==> src/rtl/mcp_control_fsm.sv <==
// mcp_control_fsm -- multicycle MIPS control unit (Moore FSM).
//
// Sequences each instruction through FETCH/DECODE and the per-class execution
// states, and drives the datapath controls decoded from the current state.
//
// Ports:
//   CLK        in   sole clock, rising edge
//   RST        in   asynchronous, active-high reset
//   Opcode     in   [5:0] instruction opcode (from the instruction register)
//   Zero       in   ALU zero flag
//   IorD, MemWrite, IRWrite, RegDst, MemtoReg, RegWrite, ALUSrcA
//              out  single-bit datapath controls
//   ALUSrcB, ALUOp, PCSrc
//              out  [1:0] mux selects / ALU decoder opcode
//   PCEn       out  PC register enable
//   State      out  [3:0] current state code (debug)
//
// Build option:
//   MCP_BNE_EN  when defined, adds the BNEBR state and decodes opcode 000101
//               (bne). When undefined, 000101 is an unknown opcode (NOP).

module mcp_control_fsm (
    input  logic       CLK,
    input  logic       RST,
    input  logic [5:0] Opcode,
    input  logic       Zero,
    output logic       IorD,
    output logic       MemWrite,
    output logic       IRWrite,
    output logic       RegDst,
    output logic       MemtoReg,
    output logic       RegWrite,
    output logic       ALUSrcA,
    output logic [1:0] ALUSrcB,
    output logic [1:0] ALUOp,
    output logic [1:0] PCSrc,
    output logic       PCEn,
    output logic [3:0] State
);

    localparam logic [5:0] OpLw    = 6'b100011;
    localparam logic [5:0] OpSw    = 6'b101011;
    localparam logic [5:0] OpRtype = 6'b000000;
    localparam logic [5:0] OpBeq   = 6'b000100;
    localparam logic [5:0] OpAddi  = 6'b001000;
    localparam logic [5:0] OpJ     = 6'b000010;
`ifdef MCP_BNE_EN
    localparam logic [5:0] OpBne   = 6'b000101;
`endif

    typedef enum logic [3:0] {
        StFetch   = 4'd0,
        StDecode  = 4'd1,
        StMemAdr  = 4'd2,
        StMemRd   = 4'd3,
        StMemWb   = 4'd4,
        StMemWr   = 4'd5,
        StExecute = 4'd6,
        StAluWb   = 4'd7,
        StBranch  = 4'd8,
        StAddiEx  = 4'd9,
        StAddiWb  = 4'd10,
        StJump    = 4'd11
`ifdef MCP_BNE_EN
        ,
        StBneBr   = 4'd12
`endif
    } state_t;

    state_t state_q;

    // Opcode is only looked at in DECODE and MEMADR; every other state has a
    // fixed successor.
    always_ff @(posedge CLK or posedge RST) begin
        if (RST) begin
            state_q <= StFetch;
        end else begin
            case (state_q)
                StFetch: state_q <= StDecode;
                StDecode: begin
                    case (Opcode)
                        OpLw, OpSw: state_q <= StMemAdr;
                        OpRtype:    state_q <= StExecute;
                        OpBeq:      state_q <= StBranch;
                        OpAddi:     state_q <= StAddiEx;
                        OpJ:        state_q <= StJump;
`ifdef MCP_BNE_EN
                        OpBne:      state_q <= StBneBr;
`endif
                        // Unknown instruction: back to FETCH with no writes.
                        default:    state_q <= StFetch;
                    endcase
                end
                StMemAdr:  state_q <= (Opcode == OpLw) ? StMemRd : StMemWr;
                StMemRd:   state_q <= StMemWb;
                StExecute: state_q <= StAluWb;
                StAddiEx:  state_q <= StAddiWb;
                default:   state_q <= StFetch;
            endcase
        end
    end

    logic pc_write;
    logic branch;
`ifdef MCP_BNE_EN
    logic branch_n;
`endif

    // Outputs are decoded straight from the state register so that FETCH
    // values are visible in the cycle right after reset is released.
    always_comb begin
        IorD     = 1'b0;
        MemWrite = 1'b0;
        IRWrite  = 1'b0;
        RegDst   = 1'b0;
        MemtoReg = 1'b0;
        RegWrite = 1'b0;
        ALUSrcA  = 1'b0;
        ALUSrcB  = 2'b00;
        ALUOp    = 2'b00;
        PCSrc    = 2'b00;
        pc_write = 1'b0;
        branch   = 1'b0;
`ifdef MCP_BNE_EN
        branch_n = 1'b0;
`endif
        case (state_q)
            StFetch: begin
                ALUSrcB  = 2'b01;
                IRWrite  = 1'b1;
                pc_write = 1'b1;
            end
            StDecode: ALUSrcB = 2'b11;
            StMemAdr, StAddiEx: begin
                ALUSrcA = 1'b1;
                ALUSrcB = 2'b10;
            end
            StMemRd: IorD = 1'b1;
            StMemWr: begin
                IorD     = 1'b1;
                MemWrite = 1'b1;
            end
            StMemWb: begin
                MemtoReg = 1'b1;
                RegWrite = 1'b1;
            end
            StExecute: begin
                ALUSrcA = 1'b1;
                ALUOp   = 2'b10;
            end
            StAluWb: begin
                RegDst   = 1'b1;
                RegWrite = 1'b1;
            end
            StAddiWb: RegWrite = 1'b1;
            StBranch: begin
                ALUSrcA = 1'b1;
                ALUOp   = 2'b01;
                PCSrc   = 2'b01;
                branch  = 1'b1;
            end
`ifdef MCP_BNE_EN
            StBneBr: begin
                ALUSrcA  = 1'b1;
                ALUOp    = 2'b01;
                PCSrc    = 2'b01;
                branch_n = 1'b1;
            end
`endif
            StJump: begin
                PCSrc    = 2'b10;
                pc_write = 1'b1;
            end
            default: ;
        endcase

`ifdef MCP_BNE_EN
        PCEn = pc_write | (branch & Zero) | (branch_n & ~Zero);
`else
        PCEn = pc_write | (branch & Zero);
`endif

        // While reset is held, suppress anything that writes architectural state.
        if (RST) begin
            IRWrite  = 1'b0;
            MemWrite = 1'b0;
            RegWrite = 1'b0;
            PCEn     = 1'b0;
        end
    end

    assign State = state_q;

endmodule

==> config.mk <==
export PLATFORM = sky130hd
export DESIGN_NAME = mcp_control_fsm
export DESIGN_NICKNAME = d
export VERILOG_FILES = /design/src/rtl/mcp_control_fsm.sv
export SDC_FILE = /design/constraint.sdc
export NUM_CORES = 1
export LEC_CHECK = 0
export CAP_MARGIN = 20
export CORE_AREA = 2 2 39 41
export CTS_CLUSTER_SIZE = 20
export DETAILED_ROUTE_END_ITERATION = 7
export DIE_AREA = 0 0 41 43
export GPL_TIMING_DRIVEN = 1
export HOLD_SLACK_MARGIN = 0.1
export PLACE_DENSITY = 0.71
export SKIP_CTS_REPAIR_TIMING = 1
export SYNTH_ARGS = -nofsm -noshare
export SYNTH_HDL_FRONTEND = slang
export SYNTH_SLANG_ARGS = --single-unit
export TNS_END_PERCENT = 1
==> constraint.sdc <==
create_clock -name CLK -period 1.6 [get_ports CLK]
set_clock_uncertainty 0.1 [all_clocks]
set_input_delay 0.24 -clock CLK [delete_from_list [all_inputs] [get_ports CLK]]
set_output_delay 0.24 -clock CLK [all_outputs]
set_load 0.02 [all_outputs]
Word level (Yosys, flattened, before mapping)
Cells that the tools add are included.
{"block": "totals", "regBits": 4, "input_bits": 9, "output_inout_bits": 18}
{"block": "classes", "eq_ne": 16, "muxes": 19, "bitwise": 2, "n_reduce_logical": 8}
{"cell": "$pmux W4 S6", "count": 1}
{"cell": "$pmux W4 S5", "count": 1}
{"cell": "$eq A4 B3 Y1 const B", "count": 4}
{"cell": "$eq A4 B4 Y1 const B", "count": 4}
{"cell": "$mux W1", "count": 13}
{"cell": "$eq A6 B6 Y1 const B", "count": 2}
{"cell": "$eq A4 B2 Y1 const B", "count": 2}
{"cell": "$pmux W2 S2", "count": 2}
{"cell": "$reduce_or A2 Y1", "count": 4}
{"cell": "$eq A6 B2 Y1 const B", "count": 1}
{"cell": "$eq A6 B3 Y1 const B", "count": 1}
{"cell": "$eq A6 B4 Y1 const B", "count": 1}
{"cell": "$logic_not A6 Y1", "count": 1}
{"cell": "$pmux W2 S3", "count": 1}
{"cell": "$eq A4 B1 Y1 const B", "count": 1}
{"cell": "$logic_not A4 Y1", "count": 1}
{"cell": "$reduce_or A4 Y1", "count": 1}
{"cell": "$mux W3", "count": 1}
{"cell": "$reduce_or A3 Y1", "count": 1}
{"cell": "$and A1 B1 Y1", "count": 1}
{"cell": "$or A1 B1 Y1", "count": 1}

Logic depth before layout (Yosys ltp)
Gate-level depths: netlist of the first run.
{"block": "depth", "depth_word": 5, "depth_mapped": 4, "ltp_nobuf": 3}

Worst setup path before layout of the first run
Ideal clock, no wire load.
{"block": "synth_timing", "path_type": "flip-flop to output port", "start": "register state_q[2] (netlist: State[2])", "end": "output port PCSrc[0]", "arrival_ns": 1.707, "t_required_ns": 1.260, "slack_ns": -0.447, "path_stages_with_launch": 5, "cell_sequence": "dfrtp_1 buf_2 or2b_1 nor3_1 buf_4"}
{"block": "synth_via", "elab_chain_len": 2}
{"item": "start, declared", "line_no": "70", "source": "state_t state_q;"}
{"item": "start signal, assigned", "line_no": "76", "source": "state_q <= StFetch;"}
{"item": "start signal, assigned", "line_no": "79", "source": "StFetch: state_q <= StDecode;"}
{"item": "start signal, assigned", "line_no": "82", "source": "OpLw, OpSw: state_q <= StMemAdr;"}
{"item": "$eq A4 B4 Y1", "line_no": "127", "source": "case (state_q)"}
{"item": "$pmux W2 S2 *", "line_no": "127"}
{"item": "end, declared", "line_no": "36", "source": "output logic [1:0] PCSrc,"}
Mark *: on every way between the ends. The rest lies on a longest branch, timed or not.

Worst setup path in the final report of the first run
{"block": "layout_timing", "start": "register state_q[0] (netlist: State[0])", "end": "output port RegWrite"}
{"block": "layout_via", "elab_chain_len": 4}
{"item": "$eq A4 B4 Y1 or $eq A4 B3 Y1 (tied branches)", "line_no": "127"}
{"item": "$reduce_or A3 Y1 (no source line) *"}
{"item": "$mux W1 *", "line_no": "127"}
{"item": "$mux W1 *", "line_no": "184", "source": "if (RST) begin"}
{"item": "end, declared", "line_no": "32", "source": "output logic RegWrite,"}
Marked as above.

==> results.sh, run 1 <==
export IMPL_tritoncts="done"
export IMPL_fin_ws_ns=-0.134
export IMPL_cts_htree_levels=1
export IMPL_violations="negative setup slack"
export IMPL_final_common_cell="buf_4"
export IMPL_rr_endpoint="State[2]$_DFF_PP0_"
export IMPL_final_cell_mix="28 x buf_4, 8 x clkdlybuf4s50_1, 6 x nor2_1, 6 x buf_6, 4 x nor3_1"
export IMPL_cp_start_kind="flip-flop"
export IMPL_antenna_found_initial=0
export IMPL_wl_per_cell_um=11.5
export IMPL_fmax_mhz=577
export IMPL_drt_first_pass_iters=2
export IMPL_timing_rr_start="State[0]$_DFF_PP0_"
export IMPL_maxSlewHeadroom=0.813
export IMPL_drive_gt1_frac=0.509
export IMPL_cts_inserted_buffers=3
export IMPL_root_buffer="clkbuf_4"
export IMPL_rows=14
export IMPL_tns_ns=-0.822
export IMPL_maxSlewViolCount=0
export IMPL_vias=613
export IMPL_die_area_mm2=0.00176
export IMPL_grt_pass1_vias=563
export IMPL_synth_seq_cells=4
export IMPL_slowest_stage="dfrtp_1"
export IMPL_worstPathArrival_ns=1.39
export IMPL_cp_num_buf_inv=1
export IMPL_antenna_cells=0
export IMPL_finalWeightedCongestion=0.774
export IMPL_place_hpwl_um=1140
export IMPL_largest_register_ffs=4
export IMPL_rrSetupSlack_ns=0.05
export IMPL_cp_top_family="flip-flops"
export IMPL_yosys_area_top_type="dfrtp_1"
export IMPL_reg2regPathDepth=5
export IMPL_ant_nets=0
export IMPL_worstHoldPathType="in -> async"
export IMPL_syn_area_um2=433
export IMPL_io_pins=27
export IMPL_ir_worst_vdd_mv=0.691
export IMPL_worst_endpoint_required_ns=1.26
export IMPL_cts_clk_slew_worst_paths_ns=0.04
export IMPL_placed_area_um2=883
export IMPL_portBuffers=26
export IMPL_cts_sinks=4
export IMPL_drt_wl_total_um=1410
export IMPL_fp_dieH_um=43
export IMPL_drc=0
export IMPL_syn_area_per_cell_um2=7.34
export IMPL_track_usage=0.185
export IMPL_area_growth_pct=112
export IMPL_min_period_ns=1.73
export IMPL_ys_top_cells_by_area="dfrtp_1 23%, nor3_1 6.9%, nor2_1 6.9%"
export IMPL_core_area_mm2=0.00138
export IMPL_end_kind="primary output"
export IMPL_start_util=0.313
export IMPL_p_leak_nw=0.459
export IMPL_clock_path_buffers=2
export IMPL_worstMarginPinSlew_ns=0.279
export IMPL_yosysSeqAreaShare=0.231
export IMPL_setup_viol=11
export IMPL_cp_slowest_stage_delay_ns=0.40
export IMPL_overflow=0
export IMPL_drt_iter0_drc=6
export IMPL_grt_pass1_wl_um=2250
export IMPL_crit_path_cell_trace="or3b_1, a21oi_2, o21a_1, buf_4"
export IMPL_synth_cells=59
export IMPL_synth_nets=68
export IMPL_viasPerCell=5.02
export IMPL_finalHoldViolCount=0
export IMPL_critPathMaxFanout=5
export IMPL_yosysTopAreaCellShare=0.231
export IMPL_period_share=1.08
export IMPL_fin_area_um2=920
export IMPL_finalPower_mw=1.06
export IMPL_p_per_area_mw_per_mm2=1150
export IMPL_fillers=130
export IMPL_clk_latency_ns=0.23
export IMPL_nets=117
export IMPL_synth_distinct_cells=29
export IMPL_yosys_warnings=0
export IMPL_crit_type="reg -> out"
export IMPL_max_cap_viol_count=0
export IMPL_status="complete, but fails checks"
export IMPL_grt_max_degree=9
export IMPL_rsz0062_at_grt="true"
export IMPL_fp_dieW_um=41
export IMPL_pre_cts_ws_ns=-0.377
==> metal layers <==
metal / global-route usage / up-vias / wire length, µm
met5: 0 / - / 0
met4: 0.0800 / 0 / 0
met3: 0.0157 / 0 / 101
met2: 0.328 / 22 / 732
met1: 0.207 / 275 / 571
li1: - / 316 / -
==> worst max-delay path by stage <==
stage	start	endpoint	slack, ns	depth (start not counted)
global route	State[0]$_DFF_PP0_	RegWrite	-0.19	4
CTS	State[0]$_DFF_PP0_	RegWrite	-0.62	4
global placement	State[2]$_DFF_PP0_	RegWrite	-0.35	4
floorplan	State[2]$_DFF_PP0_	PCSrc[0]	-0.14	4
finish	State[0]$_DFF_PP0_	RegWrite	-0.13	4
detailed placement	RST	IRWrite	-0.38	3
==> worst register-to-register path: stages (launching register included) <==
cell and delay (ns):
dfrtp_1 0.40, buf_6 0.15, or2b_4 0.21, buf_4 0.11, and4b_1 0.18, a311o_1 0.28
==> stage by stage <==
step / util / std cells / hold WS (ns)
after floorplan: - / 59 / -0.0855
after global placement: 0.638 / 119 / 0.469
after detailed placement: 0.638 / 119 / 0.467
after CTS: 0.655 / 122 / 0.322
after global routing: 0.665 / 122 / 0.353
final: 0.665 / 122 / 0.348
==> cell families (layout without fill, tap and decap cells) <==
kind of cell,after synthesis,count (layout),share of synthesized area
flops,4,4,0.231
xor+xnor,3,3,0.0607
buf+inv,7,54,0.0780
compound gates,13,13,0.211
simple gates,32,32,0.419
==> cells in the mapped netlist <==
cell / instances
o21a_1: 1
nand4_1: 1
or2b_1: 1
nor3_1: 6
or2_2: 1
or3b_1: 1
a311o_1: 1
o211ai_1: 1
or2b_4: 1
nand3_1: 3
and3_1: 2
a311oi_1: 1
inv_1: 3
nand3b_1: 1
a21oi_1: 3
nor2_1: 8
nor3b_1: 1
buf_4: 1
nor4_1: 1
a211oi_1: 2
o221ai_1: 1
nand2b_1: 3
buf_2: 3
and4b_1: 1
a221oi_1: 1
nand2_1: 1
xor2_1: 3
o21ai_0: 2
dfrtp_1: 4
==> final cells by class <==
class	count	area [µm²]	share of cell area
repair buffers	48	410	0.446
flip-flops and latches	4	103	0.112
well taps	16	20.0	0.0218
clock buffers	3	22.5	0.0245
multi-input cells	48	353	0.384
inverters	3	11.3	0.0122
==> report_power, final <==
part / switching (mW) / total [mW] / internal (mW)
Sequential: 0.0311 / 0.158 / 0.127
Clock: 0.0385 / 0.122 / 0.0837
Combinational: 0.369 / 0.777 / 0.408
Total: 0.439 / 1.06 / 0.619
(Power assumes the default switching activity.)
==> inputs of run 2 (changes only) <==
--- a/config.mk
+++ b/config.mk
@@ -13,7 +13,6 @@
 export GPL_TIMING_DRIVEN = 1
 export HOLD_SLACK_MARGIN = 0.1
 export PLACE_DENSITY = 0.71
-export SKIP_CTS_REPAIR_TIMING = 1
 export SYNTH_ARGS = -nofsm -noshare
 export SYNTH_HDL_FRONTEND = slang
 export SYNTH_SLANG_ARGS = --single-unit
==> results.sh, run 2 (synthesized netlist as in run 1, its figures left out) <==
export IMPL_postCtsHoldBufs=0
export IMPL_grt_pass1_vias=565
export IMPL_final_common_cell="buf_4"
export IMPL_cts_htree_levels=1
export IMPL_worstHoldPathType="in -> async"
export IMPL_grt_pass1_wl_um=2270
export IMPL_clock_path_buffers=2
export IMPL_core_area_mm2=0.00138
export IMPL_drc=0
export IMPL_maxSlewViolCount=0
export IMPL_viasPerCell=4.96
export IMPL_tritoncts="done"
export IMPL_end_kind="primary output"
export IMPL_final_util=0.663
export IMPL_fillers=133
export IMPL_grt_max_degree=9
export IMPL_area_growth_pct=112
export IMPL_rows=14
export IMPL_worstMarginPinSlew_ns=0.279
export IMPL_max_cap_viol_count=0
export IMPL_rsz0062_at_grt="true"
export IMPL_antenna_found_initial=0
export IMPL_drive_gt1_frac=0.514
export IMPL_p_leak_nw=0.433
export IMPL_p_per_area_mw_per_mm2=1140
export IMPL_grt_use_met3=0.0157
export IMPL_worst_endpoint_required_ns=1.26
export IMPL_maxSlewHeadroom=0.813
export IMPL_cp_start_kind="flip-flop"
export IMPL_io_pins=27
export IMPL_gr_max_usage_layer="met2"
export IMPL_wl_per_cell_um=11.3
export IMPL_stdcell_count=123
export IMPL_drt_wl_total_um=1380
export IMPL_cts_inserted_buffers=3
export IMPL_finalWeightedCongestion=0.774
export IMPL_fmax_mhz=579
export IMPL_clk_latency_ns=0.23
export IMPL_critPathMaxFanout=5
export IMPL_violations="negative setup slack"
export IMPL_grtUsageMet1=0.214
export IMPL_portBuffers=26
export IMPL_largest_register_ffs=4
export IMPL_period_share=1.08
export IMPL_nets=118
export IMPL_place_hpwl_um=1140
export IMPL_root_buffer="clkbuf_4"
export IMPL_vias=610
export IMPL_cts_clk_slew_worst_paths_ns=0.04
export IMPL_final_cell_mix="31 x buf_4, 8 x clkdlybuf4s50_1, 5 x nor2_1, 5 x buf_6, 4 x nor3_1"
export IMPL_overflow=0
export IMPL_finalHoldViolCount=0
export IMPL_min_period_ns=1.73
export IMPL_fp_dieH_um=43
export IMPL_setup_viol=11
export IMPL_drt_iter0_drc=10
export IMPL_drt_first_pass_iters=4
export IMPL_post_place_cells=119
export IMPL_worstPathArrival_ns=1.39
export IMPL_die_area_mm2=0.00176
export IMPL_fin_ws_ns=-0.128
export IMPL_tns_ns=-0.916
export IMPL_cts_sinks=4
export IMPL_fp_dieW_um=41
export IMPL_start_util=0.313
export IMPL_track_usage=0.186
export IMPL_grt_util_met2=0.325
export IMPL_ir_worst_vdd_mv=0.677
export IMPL_antenna_cells=0
export IMPL_crit_type="reg -> out"
export IMPL_status="complete, but fails checks"
export IMPL_ant_nets=0
run 2: changes by cell type in the layout (fill, tap and decap cells not counted), sizes merged:
cell	change
clkbuf	-1
buf	+2
dlygate4sd2	+2
dlymetal6s2s	-2
run 2: power breakdown:
part	leakage, nW	internal, mW	total, mW	switching [mW]
Clock	0.0138	0.0837	0.122	0.0385
Combinational	0.369	0.401	0.768	0.367
Sequential	0.0499	0.127	0.155	0.0283
Total	0.433	0.612	1.05	0.434
run 2: final timing paths:
path | from | to | slack [ns] | depth (start not counted)
max | State[2]$_DFF_PP0_ | RegWrite | -0.13 | 4
min in group CLK | State[3]$_DFF_PP0_ | State[0]$_DFF_PP0_ | 0.47 | 2
max in group asynchronous | RST | State[2]$_DFF_PP0_ | 0.96 | 3
min reg2reg | State[3]$_DFF_PP0_ | State[0]$_DFF_PP0_ | 0.47 | 2
min | RST | State[3]$_DFF_PP0_ | 0.33 | 3
max reg2reg | State[0]$_DFF_PP0_ | State[2]$_DFF_PP0_ | 0.04 | 5
run 2: layout make-up:
class                           instances  area (µm²)  area share
Multi-Input combinational cell         48         352       0.383
Clock buffer                            3        22.5      0.0246
Timing Repair Buffer                   49         409       0.446
Inverter                                3        11.3      0.0123
Sequential cell                         4         103       0.112
Tap cell                               16        20.0      0.0218
run 2: through the flow:
step	hold slack, ns	cell area [µm²]	power, mW	worst slack [ns]
final	0.326	917	1.05	-0.128
after global routing	0.353	917	1.13	-0.194
after CTS	0.322	890	1.03	-0.150
after detailed placement	0.467	883	0.923	-0.377
after global placement	0.469	883	0.915	-0.350
after floorplan	-0.0855	460	0.533	-0.143
run 2: critical path: stages, from the launching register on:
cell and delay (ns):
dfrtp_2 0.43, or3b_1 0.37, a21oi_2 0.12, o21a_1 0.11
buf_4 0.13
run 2: repair_timing:
item | 4_1_cts | 5_1_grt
endpoints found under the setup margin | 17 | 16
endpoints found under the hold margin | 0 | 0
pin swaps | 2 | 1
resized for setup | 76 | 13
buffers inserted | 1 | 0
run 2: per-layer routing:
layer | vias to the layer above | wire length (µm)
met3 | 0 | 106
li1 | 318 | -
met4 | 0 | 0
met1 | 266 | 547
met5 | - | 0
met2 | 26 | 730
==> inputs of run 3 (changes only) <==
==> constraint.sdc (replaced) <==
create_clock -name CLK -period 1.65 [get_ports CLK]
set_clock_uncertainty 0.1 [all_clocks]
set_input_delay 0.2475 -clock CLK [delete_from_list [all_inputs] [get_ports CLK]]
set_output_delay 0.2475 -clock CLK [all_outputs]
set_load 0.02 [all_outputs]
==> results.sh, run 3 (synthesized netlist as in run 1, its figures left out) <==
export IMPL_status="complete, but fails checks"
export IMPL_violations="negative setup slack"
export IMPL_grt_util_met2=0.331
export IMPL_vias=623
export IMPL_place_hpwl_um=1190
export IMPL_cp_start_kind="flip-flop"
export IMPL_gr_max_usage_layer="met2"
export IMPL_fp_dieW_um=41
export IMPL_finalPower_mw=0.998
export IMPL_cts_htree_levels=1
export IMPL_p_leak_nw=0.447
export IMPL_tritoncts="done"
export IMPL_largest_register_ffs=4
export IMPL_crit_path_cell_trace="or3b_1, a21oi_1, o21a_1, buf_6"
export IMPL_drt_iter0_drc=5
export IMPL_crit_type="reg -> out"
export IMPL_worst_endpoint_required_ns=1.30
export IMPL_cp_slowest_stage_delay_ns=0.43
export IMPL_worstPathArrival_ns=1.43
export IMPL_rows=14
export IMPL_portBuffers=26
export IMPL_core_area_mm2=0.00138
export IMPL_antenna_cells=0
export IMPL_placed_area_um2=877
export IMPL_ant_nets=0
export IMPL_slowest_stage="dfrtp_2"
export IMPL_nets=117
export IMPL_area_growth_pct=114
export IMPL_critPathMaxFanout=5
export IMPL_root_buffer="clkbuf_4"
export IMPL_end_kind="primary output"
export IMPL_cp_top_family="flip-flops"
export IMPL_register_area_um2=104
export IMPL_fin_area_um2=928
export IMPL_maxSlewViolCount=0
export IMPL_final_cell_mix="28 x buf_4, 8 x clkdlybuf4s50_1, 6 x buf_6"
export IMPL_finalHoldViolCount=0
export IMPL_drt_first_pass_iters=2
export IMPL_worstHoldPathType="in -> async"
export IMPL_fmax_mhz=564
export IMPL_grt_max_degree=9
export IMPL_post_cts_setup_buffers=0
export IMPL_ir_worst_vdd_mv=0.672
export IMPL_fp_dieH_um=43
export IMPL_p_per_area_mw_per_mm2=1080
export IMPL_drc=0
export IMPL_overflow=0
export IMPL_rsz0062_at_grt="true"
export IMPL_setup_viol=6
export IMPL_die_area_mm2=0.00176
export IMPL_cts_inserted_buffers=3
export IMPL_max_cap_viol_count=0
export IMPL_maxSlewHeadroom=0.788
export IMPL_worstMarginPinSlew_ns=0.315
export IMPL_fillers=120
export IMPL_grt_use_met3=0.0524
export IMPL_drive_gt1_frac=0.519
export IMPL_clk_latency_ns=0.23
export IMPL_postCtsHoldBufs=0
export IMPL_start_util=0.313
export IMPL_period_share=1.07
export IMPL_cp_num_buf_inv=1
export IMPL_io_pins=27
export IMPL_grtUsageMet1=0.192
export IMPL_multi_input_area_um2=364
export IMPL_track_usage=0.185
export IMPL_fin_ws_ns=-0.123
export IMPL_min_period_ns=1.77
export IMPL_clock_path_buffers=2
export IMPL_grt_pass1_wl_um=2260
export IMPL_drt_wl_total_um=1470
export IMPL_viasPerCell=5.11
export IMPL_wl_per_cell_um=12.0
export IMPL_cts_sinks=4
export IMPL_final_common_cell="buf_4"
export IMPL_antenna_found_initial=0
export IMPL_cts_clk_slew_worst_paths_ns=0.04
export IMPL_grt_pass1_vias=566
export IMPL_finalWeightedCongestion=0.835
run 3: metrics by stage:
step / utilization / hold slack [ns] / worst slack [ns] / instances / TNS, ns
3_5_place_dp: 0.634 / 0.548 / -0.372 / 119 / -3.71
4_1_cts: 0.617 / 0.313 / -0.139 / 122 / -0.590
2_1_floorplan: - / -0.0780 / -0.154 / 59 / -0.312
5_1_grt: 0.671 / 0.384 / -0.171 / 122 / -0.838
6_report: 0.671 / 0.362 / -0.123 / 122 / -0.304
3_3_place_gp: 0.634 / 0.533 / -0.325 / 119 / -3.43
run 3: worst paths after layout:
kind	startpoint	end	slack, ns	cells after the start
min reg2reg	State[3]$_DFF_PP0_	State[0]$_DFF_PP0_	0.53	2
max	State[0]$_DFF_PP0_	RegWrite	-0.12	4
min	RST	State[1]$_DFF_PP0_	0.36	3
max in group asynchronous	RST	State[3]$_DFF_PP0_	0.97	3
max reg2reg	State[2]$_DFF_PP0_	State[2]$_DFF_PP0_	0.21	5
min in group CLK	State[3]$_DFF_PP0_	State[0]$_DFF_PP0_	0.53	2
run 3: area by class of cell:
type	instances	area share
Timing Repair Buffer	48	0.438
Tap cell	16	0.0216
Clock buffer	3	0.0243
Sequential cell	4	0.112
Inverter	3	0.0121
Multi-Input combinational cell	48	0.392
run 3: worst reg2reg max path, stage by stage, from the launching register on:
cell and delay, ns:
dfrtp_1 0.40, buf_6 0.15, buf_4 0.14, nor3_1 0.05, and4b_1 0.19, a311o_1 0.28
run 3: power breakdown:
part	switching [mW]	internal [mW]
Combinational	0.362	0.359
Clock	0.0334	0.0808
Sequential	0.0378	0.126
Total	0.433	0.565
run 3: per-layer routing:
layer / part of all wire / vias to the layer above / wire [µm]
li1: - / 316 / -
met1: 0.39 / 286 / 571
met2: 0.54 / 21 / 786
met3: 0.074 / 0 / 109
met4: 0 / 0 / 0
met5: 0 / - / 0
run 3: repair_timing:
action                     CTS  global route
pin swaps                    3             3
setup endpoints to repair   17            14
resized for setup           72            21
==> RTL change 1 (flow settings as in run 3) <==
Reset style: synchronous (`RST`), changed in one clocked block. Comments in the files are not updated.
--- a/src/rtl/mcp_control_fsm.sv
+++ b/src/rtl/mcp_control_fsm.sv
@@ -71,7 +71,7 @@
 
     // Opcode is only looked at in DECODE and MEMADR; every other state has a
     // fixed successor.
-    always_ff @(posedge CLK or posedge RST) begin
+    always_ff @(posedge CLK) begin
         if (RST) begin
             state_q <= StFetch;
         end else begin
Function: differs if RST is asserted again (counterexample within 4 cycles, from zero or initial values and one cycle with RST high); with RST held inactive, the same outputs for 10 cycles.
==> RTL change 1 against run 3 <==
  * The flow still finishes with violations (setup timing)
  * Global-route usage up 0.45 points
  * Synthesized area down 2.9%
  * Design area up 2.3%
  * Worst setup slack better by 0.033 ns
  * Sequential cell count unchanged
  * First-iteration DRC count down 20%
  * Wire length up 4.6%
  * Maximum frequency up 1.9%
  * Critical path depth down 1
Power is not compared: it rests on default switching activity, and its combinational part moved more than twofold at a synthesized area within 25%.
==> RTL change 1: results (changes against run 3) <==
{| class="wikitable"
! Metric !! Value
|-
| Sequential share of the synthesized area || 19.0% (was 23.1%)
|-
| Final hold slack || 0.571 ns (was 0.362 ns)
|-
| Total number of nets in the final design || 120 (was 117)
|-
| Number of DRC markers in iteration 0 || 4 (was 5)
|-
| Peak fanout along the critical path || 3 (was 5)
|-
| Post-synthesis async set-or-reset flop share || 0% (was 100%)
|-
| Via count of the first global-routing pass || 584 (was 566)
|-
| Final setup vio count || 4 (was 6)
|-
| Fill cell total of the finished layout || 128 (was 120)
|-
| Area fraction of clock buffers and clock inverters || 2.37% (was 2.43%)
|-
| Drt first pass iters || 3 (was 2)
|-
| Register-to-register setup slack || 0.09 ns (was 0.21 ns)
|-
| Violations in the final reports || setup timing (unchanged)
|-
| End point of the critical path || PCEn (was RegWrite)
|-
| Wire length of the first global-routing pass || 2340 um (was 2260 um)
|-
| Aggregate routed wire length || 1540 um (was 1470 um)
|-
| Pin count of the biggest net entering global routing || 10 (was 9)
|-
| Via count normalized by instance count || 5.26 (was 5.11)
|-
| Area growth from synthesis to layout || 126% (was 114%)
|-
| Final worst-path setup slack || -0.0897 ns (was -0.123 ns)
|-
| Overall fraction of global-route tracks in use || 19.0% (was 18.5%)
|-
| Register-to-Register Path Depth || 6 (was 5)
|-
| Fraction of final layout cells with drive strength greater than 1 || 59.6% (was 51.9%)
|-
| Most frequent cells after synthesis || 8 x sky130_fd_sc_hd__nor3_1, 7 x sky130_fd_sc_hd__a21oi_1, 5 x sky130_fd_sc_hd__nor2_1 (was 8 x sky130_fd_sc_hd__nor2_1, 6 x sky130_fd_sc_hd__nor3_1, 4 x sky130_fd_sc_hd__dfrtp_1)
|-
| Area taken by flip-flops and latches || 85.1 sq um (was 104 sq um)
|-
| Arrival time reported for the critical path endpoint || 1.39 ns (was 1.43 ns)
|-
| Number of inverters outside the clock class in the layout || 1 (was 3)
|-
| Result of the run || complete, but fails checks (unchanged)
|-
| Cell types occupying the most area after synthesis || sky130_fd_sc_hd__dfxtp_1 19%, sky130_fd_sc_hd__nor3_1 9.5%, sky130_fd_sc_hd__a21oi_1 8.3%, sky130_fd_sc_hd__nand2b_1 4.5%, sky130_fd_sc_hd__nor2_1 4.5% (was sky130_fd_sc_hd__dfrtp_1 23%, sky130_fd_sc_hd__nor3_1 6.9%, sky130_fd_sc_hd__nor2_1 6.9%, sky130_fd_sc_hd__xor2_1 6.1%, sky130_fd_sc_hd__nand2b_1 4.3%)
|-
| Total half-perimeter wirelength after legalization and detailed placement || 1180 um (was 1190 um)
|-
| RR Startpoint || State[2]$_SDFF_PP0_ (was State[2]$_DFF_PP0_)
|}
## RTL change 1: cell count changes after synthesis, sizes merged, moves of 2 or more
cell	delta
a21oi	+4
dfrtp	-4
dfxtp	+4
nor2	-3
xor2	-3
and3	-2
inv	-2
nor3	+2
or2b	-2
or3	+2
xnor2	+2
## RTL change 1: routing by layer
metal	vias to the layer above	track usage, %	share of wire [%]
met5	-	0	0
met4	0	4.00	0
met3	0	4.71	6.4
met2	22	35.6	55
met1	308	19.4	38
li1	328	-	-
## RTL change 1: kinds of logic (layout without fill, tap and decap cells)
logic type      count (synthesis)  after routing  share of synthesized area [%]
simple gates                   30             30                           39.0
buf+inv                         6             55                           8.93
mux                             1              1                           2.38
flops                           4              4                           19.0
xor+xnor                        2              2                           4.17
compound gates                 17             17                           26.5
## RTL change 1: worst max-delay path: cells and delay by family (launching register included)
family	cells	cell delay, ns
simple gates	1	0.57
compound gates	1	0.14
buf+inv	1	0.12
flops	1	0.32
==> RTL change 2 (config.mk and constraints of run 3) <==
Without the edit above. Build with the macro `MCP_BNE_EN` defined.
--- a/src/rtl/mcp_control_fsm.sv
+++ b/src/rtl/mcp_control_fsm.sv
@@ -18,6 +18,8 @@
 // Build option:
 //   MCP_BNE_EN  when defined, adds the BNEBR state and decodes opcode 000101
 //               (bne). When undefined, 000101 is an unknown opcode (NOP).
+
+`define MCP_BNE_EN
 
 module mcp_control_fsm (
     input  logic       CLK,
Formal check against the unedited RTL: not equivalent (a bounded check fails within 4 cycles, from zero or initial values and one cycle with RST high).
==> RTL change 2 against run 3 <==
  * The run still ends with setup timing left
  * Largest cell class is now multi-input combinational cells
  * Utilization down 1.5 points
  * Sequential cell count unchanged
  * Highest routed layer unchanged
  * Clock power up 4%
  * Critical path type unchanged
  * Critical path depth down 1
  * Cell count down 0.82%
  * Wire length down 0.41%
  * Worst setup slack worse by 0.013 ns
  * Total power up 0.25%
  * Synthesized area up 12%
  * Global-route usage up 0.91 points
  * Design area down 2.3%
==> RTL change 2: results (changes against run 3) <==
{| class="wikitable"
! Metric !! Value
|-
| Placer Congestion || 0.753 (was 0.835)
|-
| Worst voltage drop across the vdd grid || 0.483 mV (was 0.672 mV)
|-
| Drt first pass iters || 3 (was 2)
|-
| Number of DRC markers in iteration 0 || 2 (was 5)
|-
| Overall fraction of global-route tracks in use || 19.5% (was 18.5%)
|-
| Most frequent cells after synthesis || 8 x sky130_fd_sc_hd__nor3_1, 6 x sky130_fd_sc_hd__a21oi_1, 5 x sky130_fd_sc_hd__nor2_1 (was 8 x sky130_fd_sc_hd__nor2_1, 6 x sky130_fd_sc_hd__nor3_1, 4 x sky130_fd_sc_hd__dfrtp_1)
|-
| Minimum setup slack after placement || -0.502 ns (was -0.372 ns)
|-
| Initial antenna violation count || 0 (unchanged)
|-
| Flip-flop count of the largest register after layout || 4 (unchanged)
|-
| Peak fanout along the critical path || 7 (was 5)
|-
| Violations in the final reports || setup timing (unchanged)
|-
| Count of unique library cells instantiated by Yosys || 31 (was 29)
|-
| Fill cell total of the finished layout || 124 (was 120)
|-
| Post-Route Setup TNS || -0.554 ns (was -0.304 ns)
|-
| Via count of the first global-routing pass || 575 (was 566)
|-
| Result of the run || complete, but fails checks (unchanged)
|-
| Average wire per standard cell || 12.1 um (was 12.0 um)
|-
| # H-tree levels || 1 (unchanged)
|-
| Wire length of the first global-routing pass || 2370 um (was 2260 um)
|-
| Final setup vio count || 6 (unchanged)
|-
| Sequential share of the synthesized area || 20.6% (was 23.1%)
|-
| Final worst-path setup slack || -0.136 ns (was -0.123 ns)
|-
| Cell types occupying the most area after synthesis || sky130_fd_sc_hd__dfrtp_1 21%, sky130_fd_sc_hd__nor3_1 8.2%, sky130_fd_sc_hd__a21oi_1 6.2%, sky130_fd_sc_hd__buf_6 4.6%, sky130_fd_sc_hd__nor2_1 3.9% (was sky130_fd_sc_hd__dfrtp_1 23%, sky130_fd_sc_hd__nor3_1 6.9%, sky130_fd_sc_hd__nor2_1 6.9%, sky130_fd_sc_hd__xor2_1 6.1%, sky130_fd_sc_hd__nand2b_1 4.3%)
|-
| Via count normalized by instance count || 5.16 (was 5.11)
|-
| Post-layout instance count excluding filler cells || 121 (was 122)
|}
RTL change 2: per-layer routing:
metal | vias to the layer above | track usage (%) | part of all wire (%)
met4 | 0 | 6.00 | 0
met1 | 280 | 22.1 | 41
met5 | - | 0 | 0
li1 | 322 | - | -
met3 | 0 | 3.66 | 6.3
met2 | 22 | 34.1 | 52
RTL change 2: power breakdown:
part | total, W | internal [W] | switching (W)
Clock | 0.000118 | 0.0000812 | 0.0000370
Combinational | 0.000716 | 0.000353 | 0.000363
Sequential | 0.000167 | 0.000125 | 0.0000417
Total | 0.00100 | 0.000559 | 0.000442
RTL change 2: logic make-up after synthesis:
group,share of synthesized area (%)
AO/OA/AOI/OAI,21.6
AND/OR/NAND/NOR,37.5
XOR/XNOR,7.20
buffers and inverters,13.1
flip-flops,20.6
RTL change 2: repair_timing:
action	4_1_cts	5_1_grt
pin swaps	1	0
resized for setup	73	15
endpoints found under the setup margin	17	15
RTL change 2: area by class of cell:
| type | count | area share, % |
|---|---|---|
| clock buffer | 3 | 2.48 |
| inverter | 3 | 1.24 |
| timing repair buffer | 44 | 40.8 |
| multi-input combinational | 51 | 41.8 |
| tap | 16 | 2.21 |
| sequential | 4 | 11.4 |
RTL change 2: worst paths after layout:
path                                     from                  to  slack (ns)  cells past startpoint
setup reg to reg           State[1]$_DFF_PP0_  State[3]$_DFF_PP0_        0.25                      3
min in group CLK           State[2]$_DFF_PP0_  State[0]$_DFF_PP0_        0.56                      2
setup / recovery           State[0]$_DFF_PP0_             IRWrite       -0.14                      3
max in group asynchronous                 RST  State[1]$_DFF_PP0_        0.96                      3
hold reg to reg            State[2]$_DFF_PP0_  State[0]$_DFF_PP0_        0.56                      2
hold / removal                            RST  State[2]$_DFF_PP0_        0.38                      3
RTL change 2: through the flow:
step	area, sq um	util (%)	hold slack (ns)
final	907	65.6	0.380
after global routing	907	65.6	0.418
after CTS	853	61.7	0.348
after detailed placement	866	62.6	0.545
after global placement	866	62.6	0.546
after floorplan	503	-	-0.0780
RTL change 2: critical path, cell delays in order, from the launching register on:
cell	delay (ns)
sky130_fd_sc_hd__dfrtp_2	0.44
sky130_fd_sc_hd__or4_4	0.56
sky130_fd_sc_hd__nor2_4	0.09
sky130_fd_sc_hd__buf_6	0.12
